**config.mk**
```make
export PLATFORM = sky130hd
export DESIGN_NAME = uart_tx_seq_flat
export DESIGN_NICKNAME = d
export VERILOG_FILES = /design/src/rtl/uart_tx_seq_if.sv /design/src/rtl/uart_tx_seq.sv /design/src/flat_wrapper.sv
export SDC_FILE = /design/constraint.sdc
export NUM_CORES = 1
export LEC_CHECK = 0
export ABC_AREA = 1
export CORE_UTILIZATION = 44
export CTS_CLUSTER_SIZE = 30
export DETAILED_ROUTE_END_ITERATION = 8
export PLACE_DENSITY = 0.83
export REMOVE_ABC_BUFFERS = 1
export SYNTH_ARGS = -nofsm -noshare
export SYNTH_HDL_FRONTEND = slang
export SYNTH_SLANG_ARGS = --single-unit
```
**constraint.sdc**
```tcl
create_clock -name i_clk -period 1.3 [get_ports i_clk]
set_clock_uncertainty 0.1 [all_clocks]
set_input_delay 0.26 -clock i_clk [delete_from_list [all_inputs] [get_ports i_clk]]
set_output_delay 0.26 -clock i_clk [all_outputs]
set_load 0.02 [all_outputs]
```
**src/rtl/uart_tx_seq_if.sv**
```systemverilog
// Handshake bundle between uart_tx_seq, the TX FIFO and the transmitter.
// i_cts_n exists only when UART_TX_SEQ_FLOW_CTRL_EN is defined.
interface uart_tx_seq_if #(
  parameter int unsigned DataWidth  = 8,
  parameter int unsigned CountWidth = 16
);
  logic                  i_en;
  logic                  i_fifo_empty;
  logic [DataWidth-1:0]  i_fifo_rd_data;
  logic                  o_fifo_rd_en;
  logic                  o_tx_valid;
  logic [DataWidth-1:0]  o_tx_data;
  logic                  i_tx_ready;
  logic                  o_busy;
  logic [CountWidth-1:0] o_tx_count;
`ifdef UART_TX_SEQ_FLOW_CTRL_EN
  logic                  i_cts_n;
`endif

  modport master (
    input  i_en, i_fifo_empty, i_fifo_rd_data, i_tx_ready,
`ifdef UART_TX_SEQ_FLOW_CTRL_EN
    input  i_cts_n,
`endif
    output o_fifo_rd_en, o_tx_valid, o_tx_data, o_busy, o_tx_count
  );

  modport slave (
    output i_en, i_fifo_empty, i_fifo_rd_data, i_tx_ready,
`ifdef UART_TX_SEQ_FLOW_CTRL_EN
    output i_cts_n,
`endif
    input  o_fifo_rd_en, o_tx_valid, o_tx_data, o_busy, o_tx_count
  );
endinterface

```
**src/rtl/uart_tx_seq.sv**
```systemverilog
// TX sequencer: pops one FIFO byte, offers it over valid/ready, then idles GapCycles.
// Optional CTS gating of the pop: define UART_TX_SEQ_FLOW_CTRL_EN.
module uart_tx_seq #(
  parameter int unsigned DataWidth  = 8,
  parameter int unsigned GapCycles  = 0,
  parameter int unsigned CountWidth = 16
) (
  input logic           i_clk,
  input logic           i_rst_n,
  uart_tx_seq_if.master bus
);
  localparam int unsigned GapWidth = (GapCycles > 0) ? $clog2(GapCycles + 1) : 1;
  localparam int unsigned GapLoad  = (GapCycles > 0) ? GapCycles - 1 : 0;

  typedef enum logic [1:0] {IDLE, SEND, GAP} state_e;

  state_e                state_q;
  logic [DataWidth-1:0]  data_q;
  logic                  valid_q;
  logic                  busy_q;
  logic [CountWidth-1:0] count_q;
  logic [CountWidth-1:0] count_d;
  logic [GapWidth-1:0]   gap_q;
  logic [GapWidth-1:0]   gap_d;
  logic                  cts_ok;
  logic                  start;

`ifdef UART_TX_SEQ_FLOW_CTRL_EN
  assign cts_ok = ~bus.i_cts_n;
`else
  assign cts_ok = 1'b1;
`endif

  // Pop strobe is combinational so a byte is fetched in the same IDLE cycle;
  // qualified by reset so nothing is popped while held in reset.
  assign start   = i_rst_n && (state_q == IDLE) && bus.i_en && !bus.i_fifo_empty && cts_ok;
  assign count_d = count_q + CountWidth'(1);
  assign gap_d   = gap_q - GapWidth'(1);

  always_ff @(posedge i_clk or negedge i_rst_n) begin
    if (!i_rst_n) begin
      state_q <= IDLE;
      data_q  <= '0;
      valid_q <= 1'b0;
      busy_q  <= 1'b0;
      count_q <= '0;
      gap_q   <= '0;
    end else begin
      case (state_q)
        IDLE: begin
          if (start) begin
            state_q <= SEND;
            data_q  <= bus.i_fifo_rd_data;
            valid_q <= 1'b1;
            busy_q  <= 1'b1;
          end
        end
        SEND: begin
          if (bus.i_tx_ready) begin
            count_q <= count_d;
            valid_q <= 1'b0;
            if (GapCycles > 0) begin
              state_q <= GAP;
              gap_q   <= GapWidth'(GapLoad);
            end else begin
              state_q <= IDLE;
              busy_q  <= 1'b0;
            end
          end
        end
        GAP: begin
          if (gap_q == '0) begin
            state_q <= IDLE;
            busy_q  <= 1'b0;
          end else begin
            gap_q <= gap_d;
          end
        end
        default: begin
          state_q <= IDLE;
          valid_q <= 1'b0;
          busy_q  <= 1'b0;
        end
      endcase
    end
  end

  assign bus.o_fifo_rd_en = start;
  assign bus.o_tx_valid   = valid_q;
  assign bus.o_tx_data    = data_q;
  assign bus.o_busy       = busy_q;
  assign bus.o_tx_count   = count_q;
endmodule

```
**src/flat_wrapper.sv**
```systemverilog
// flat-port wrapper written by rule: the top's interface ports become plain ports
module uart_tx_seq_flat 
#(
  parameter int unsigned DataWidth  = 8,
  parameter int unsigned GapCycles  = 0,
  parameter int unsigned CountWidth = 16
)
  (i_clk, i_rst_n, bus_i_en, bus_i_fifo_empty, bus_i_fifo_rd_data, bus_i_tx_ready, bus_o_fifo_rd_en, bus_o_tx_valid, bus_o_tx_data, bus_o_busy, bus_o_tx_count);
  uart_tx_seq_if #(.DataWidth(DataWidth), .CountWidth(CountWidth)) bus_i ();
  input logic i_clk;
  input logic i_rst_n;
  input wire logic [$bits(bus_i.i_en)-1:0] bus_i_en;
  input wire logic [$bits(bus_i.i_fifo_empty)-1:0] bus_i_fifo_empty;
  input wire logic [$bits(bus_i.i_fifo_rd_data)-1:0] bus_i_fifo_rd_data;
  input wire logic [$bits(bus_i.i_tx_ready)-1:0] bus_i_tx_ready;
  output wire logic [$bits(bus_i.o_fifo_rd_en)-1:0] bus_o_fifo_rd_en;
  output wire logic [$bits(bus_i.o_tx_valid)-1:0] bus_o_tx_valid;
  output wire logic [$bits(bus_i.o_tx_data)-1:0] bus_o_tx_data;
  output wire logic [$bits(bus_i.o_busy)-1:0] bus_o_busy;
  output wire logic [$bits(bus_i.o_tx_count)-1:0] bus_o_tx_count;
  assign bus_i.i_en = bus_i_en;
  assign bus_i.i_fifo_empty = bus_i_fifo_empty;
  assign bus_i.i_fifo_rd_data = bus_i_fifo_rd_data;
  assign bus_i.i_tx_ready = bus_i_tx_ready;
  assign bus_o_fifo_rd_en = bus_i.o_fifo_rd_en;
  assign bus_o_tx_valid = bus_i.o_tx_valid;
  assign bus_o_tx_data = bus_i.o_tx_data;
  assign bus_o_busy = bus_i.o_busy;
  assign bus_o_tx_count = bus_i.o_tx_count;
  uart_tx_seq #(.DataWidth(DataWidth), .GapCycles(GapCycles), .CountWidth(CountWidth)) u_core (.i_clk(i_clk), .i_rst_n(i_rst_n), .bus(bus_i));
endmodule
```
==> metrics.md <==
| Metric | Value |
|---|---|
| Outcome | `finished, violations left` |
| Failing checks | `negative setup slack` |
| TritonCTS Buffers | `3` |
| Post-CTS Hold Fix Bufs | `0` |
| Vias in the first global route | `1087` |
| Worst Setup SP | `u_core.state_q[0]$_DFFE_PN0P_` |
| P per Cell Area | `1193 nW/um^2` |
| Total gr overflow | `0` |
| CP max stage delay | `0.42 ns` |
| Post-route clock period utilization | `112.8%` |
| Post-Syn Area per Cell | `8.702 um^2` |
| Worst reg-to-reg path cell count | `6` |
| Leak pwr | `0.001043 uW` |
| Post-route DRC | `0` |
| Critical path, cell by cell | `nor2_2 -> nand3_2 -> clkinv_2 -> buf_6` |
| Largest net degree at the start of global routing | `26` |
| Total number of vias | `1168` |
| Area of the multi-input gates | `611.8 um^2` |
| DR iter-0 viols | `19` |
| Kind of critical path | `flip-flop to primary output` |
| Sw Share | `between 30 and 40%` |
| Worst rel slew slack | `78.26%` |
| Die Ht | `about 53 um` |
| F_max | `681.9 MHz` |
| Crit path to | `bus_o_fifo_rd_en` |
| Shortest period the worst path allows | `1.466 ns` |
| TritonCTS clock tree | `yes` |
| Placement Setup Slack | `-0.5950 ns` |
| Layout area overhead | `67.54%` |
| Critical path arrival | `1.11 ns` |
| Combinational Power Share | `39.5%` |
| Post-synth cell types | `19` |
| N_diodes | `0` |
| First-pass GRT wire length | `about 4700 um` |
| Pins over their slew limit | `0` |
| Setup TNS Final | `-1.299 ns` |
| RSZ-0062 raised after global routing | `true` |
| Die Width | `53.09 um` |
| Max cap viols | `0` |
| RePlAce Congestion | `0.7283` |
| Final setup viols | `13` |
| DR vias/cell | `5.034` |
| Setup ws final | `-0.1664 ns` |
| Clock transition at path regs | `0.14 ns` |
| Req. time, crit path | `0.94 ns` |
| FF-to-FF Start | `u_core.bus.o_tx_count[1]$_DFFE_PN0P_` |
| H-tree levels | `1` |
| Power Internal | `1451 uW` |
| Die area | `2819 um^2` |
| Cells after synthesis | `about 130` |
| Critical-path top delay cell | `dfrtp_1` |
| Clock latency on the worst-skew pair | `around 0.33 ns` |
| Initial Utilization | `46.36%` |
| Worst Hold Class | `primary input to async pin` |
| Sequential fraction of the synthesis area | `54.47%` |
| Initial antenna violation count | `0` |
| Final instance area | `1924 um^2` |
| Reg area | `628.1 um^2` |
| Fraction of layout cells with a size suffix above 1 | `47.52%` |
| Clock network fraction of total power | `15.7%` |
| CTS max path bufs | `2` |
| Worst-path fanout max | `2` |
| Design Power | `approximately 2300 uW` |
| # fillers | `173` |
| Nets | `~220` |
| Clock net sink count | `25` |
| First drt pass iteration count | `4` |
| Total routed wirelength | `3433 um` |
| Core area | `2477 um^2` |
| Placed cell count | `220` |
| Seq cells post-synth | `25` |
| Reg2Reg Setup Slack | `-0.15 ns` |
| DRT antenna net count | `0` |
| Std-Cell Rows | `18` |
| GR Util All Layers | `23.53%` |
| Port bufs | `39` |
| Worst r2r dst | `u_core.bus.o_tx_count[8]$_DFFE_PN0P_` |
| Wire per inst | `14.80 um` |
| Mapped Area | `1149 um^2` |
| Area post-placement | `between 1500 and 2000 um^2` |
| Root Driver | `clkbuf_4` |
| Worst Tran Pin Value | `0.3261 ns` |
| Final Non-Filler Cells | `about 230` |
| Startpoint types | `flip-flop` |
| I/O pin count | `40` |
| Synth warn | `0` |
| Max VDD drop | `approximately 1.2 mV` |
| Final HPWL DP | `approximately 2000 um` |
| CP Capture Type | `primary output` |
| Reg power frac | `between 40% and 50%` |
| Final Hold Fails | `0` |
| NetSw | `roughly 840 uW` |
==> how the worst min path moves through the flow <==
| stage | start | to | slack, ns | cells after the start |
|---|---|---|---|---|
| after detailed placement | u_core.bus.o_tx_data[2]$_DFFE_PN0P_ | u_core.bus.o_tx_data[2]$_DFFE_PN0P_ | 0.37 | 2 |
| final | i_rst_n | u_core.bus.o_tx_count[13]$_DFFE_PN0P_ | 0.26 | 2 |
| after global routing | i_rst_n | u_core.bus.o_tx_count[13]$_DFFE_PN0P_ | 0.29 | 2 |
| after CTS | i_rst_n | u_core.bus.o_tx_count[13]$_DFFE_PN0P_ | 0.27 | 2 |
| after floorplan | i_rst_n | u_core.bus.o_tx_count[0]$_DFFE_PN0P_ | -0.14 | 0 |
| after global placement | u_core.bus.o_tx_data[2]$_DFFE_PN0P_ | u_core.bus.o_tx_data[2]$_DFFE_PN0P_ | 0.36 | 2 |
==> state kept, by name (all words and copies together), names as in the netlist <==
| register | cells |
|---|---|
| u_core.bus.o_tx_count | 16 |
| u_core.state_q | 1 |
| u_core.bus.o_tx_data | 8 |
==> critical path, delay by kind of cell (launching register included) <==
family        cells  cell delay (ns)
buf+inv           2             0.18
flops             1             0.42
simple gates      2             0.18
==> synthesized netlist by cell type <==
cell type	n	area [um^2]
ha_1	1	12.51
nand3_1	3	15.01
nand2_2	1	6.260
buf_4	1	7.510
nor2_4	1	11.26
xor2_1	6	52.55
clkinv_1	1	3.750
nand2_1	53	198.9
xnor2_1	4	35.03
dfrtp_1	25	625.6
nand3_4	1	17.52
inv_2	2	7.510
o21ai_0	4	20.02
nand4_1	1	6.260
inv_1	13	48.80
nand3b_1	2	15.01
nor2_2	4	25.02
nand3_2	1	10.01
nor2_1	8	30.03
==> metrics by stage <==
| step | hold slack (ns) | utilization, % |
|---|---|---|
| after CTS | 0.2712 | 69.70 |
| after detailed placement | 0.3723 | 69.39 |
| final | 0.2582 | 77.68 |
| after global placement | 0.3620 | 69.39 |
| after floorplan | -0.1356 | - |
| after global routing | 0.2889 | 77.68 |
==> power groups by stage <==
stage	Sequential, uW	Combinational (uW)	Clock, uW
finish	1030	908	360
global route	1040	964	393
CTS	989	671	364
detailed placement	1000	740	0
global placement	993	718	0
floorplan	1150	170	0
==> cell usage in the layout (no fill, tap or decap), types with 3 or more instances in the layout <==
master	n
buf_6	16
nor2_2	4
buf_2	16
nand3_4	3
nand2_4	4
clkbuf_4	3
inv_2	3
dfrtp_1	23
xor2_1	6
clkdlybuf4s50_1	12
nor2_4	9
nand2_1	48
o21ai_2	3
inv_1	10
buf_4	23
==> cells by family after synthesis <==
logic type	after synthesis	synth area share, %
AND/OR/NAND/NOR	75	29.19
flip-flops	25	54.47
buffers and inverters	17	5.883
XOR/XNOR	10	7.625
AO/OA/AOI/OAI	4	1.743
adder cells (fa/ha/maj)	1	1.089
==> layout make-up <==
| class | count | share of cell area (%) |
|---|---|---|
| repair buffers | 67 | 28.74 |
| inverters | 16 | 3.446 |
| well taps | 30 | 1.951 |
| clock inverters | 1 | 0.2601 |
| flip-flops and latches | 25 | 32.64 |
| multi-input cells | 90 | 31.79 |
| clock buffers | 3 | 1.170 |
==> layer usage <==
metal	up-vias	routed length, um	GRT usage [%]
met5	-	0	0
met4	0	165	11.40
met3	17	200	4.023
met2	47	1815	41.77
met1	566	1251	26.94
li1	538	-	-
==> what timing repair did <==
action / CTS / global route
pin swaps: 11 / 7
endpoints found under the setup margin: 36 / 26
gates resized for setup: 135 / 48
setup buffers: 4 / 5
gates cloned: 0 / 0
No activity file was read; power rests on OpenSTA's default activity.
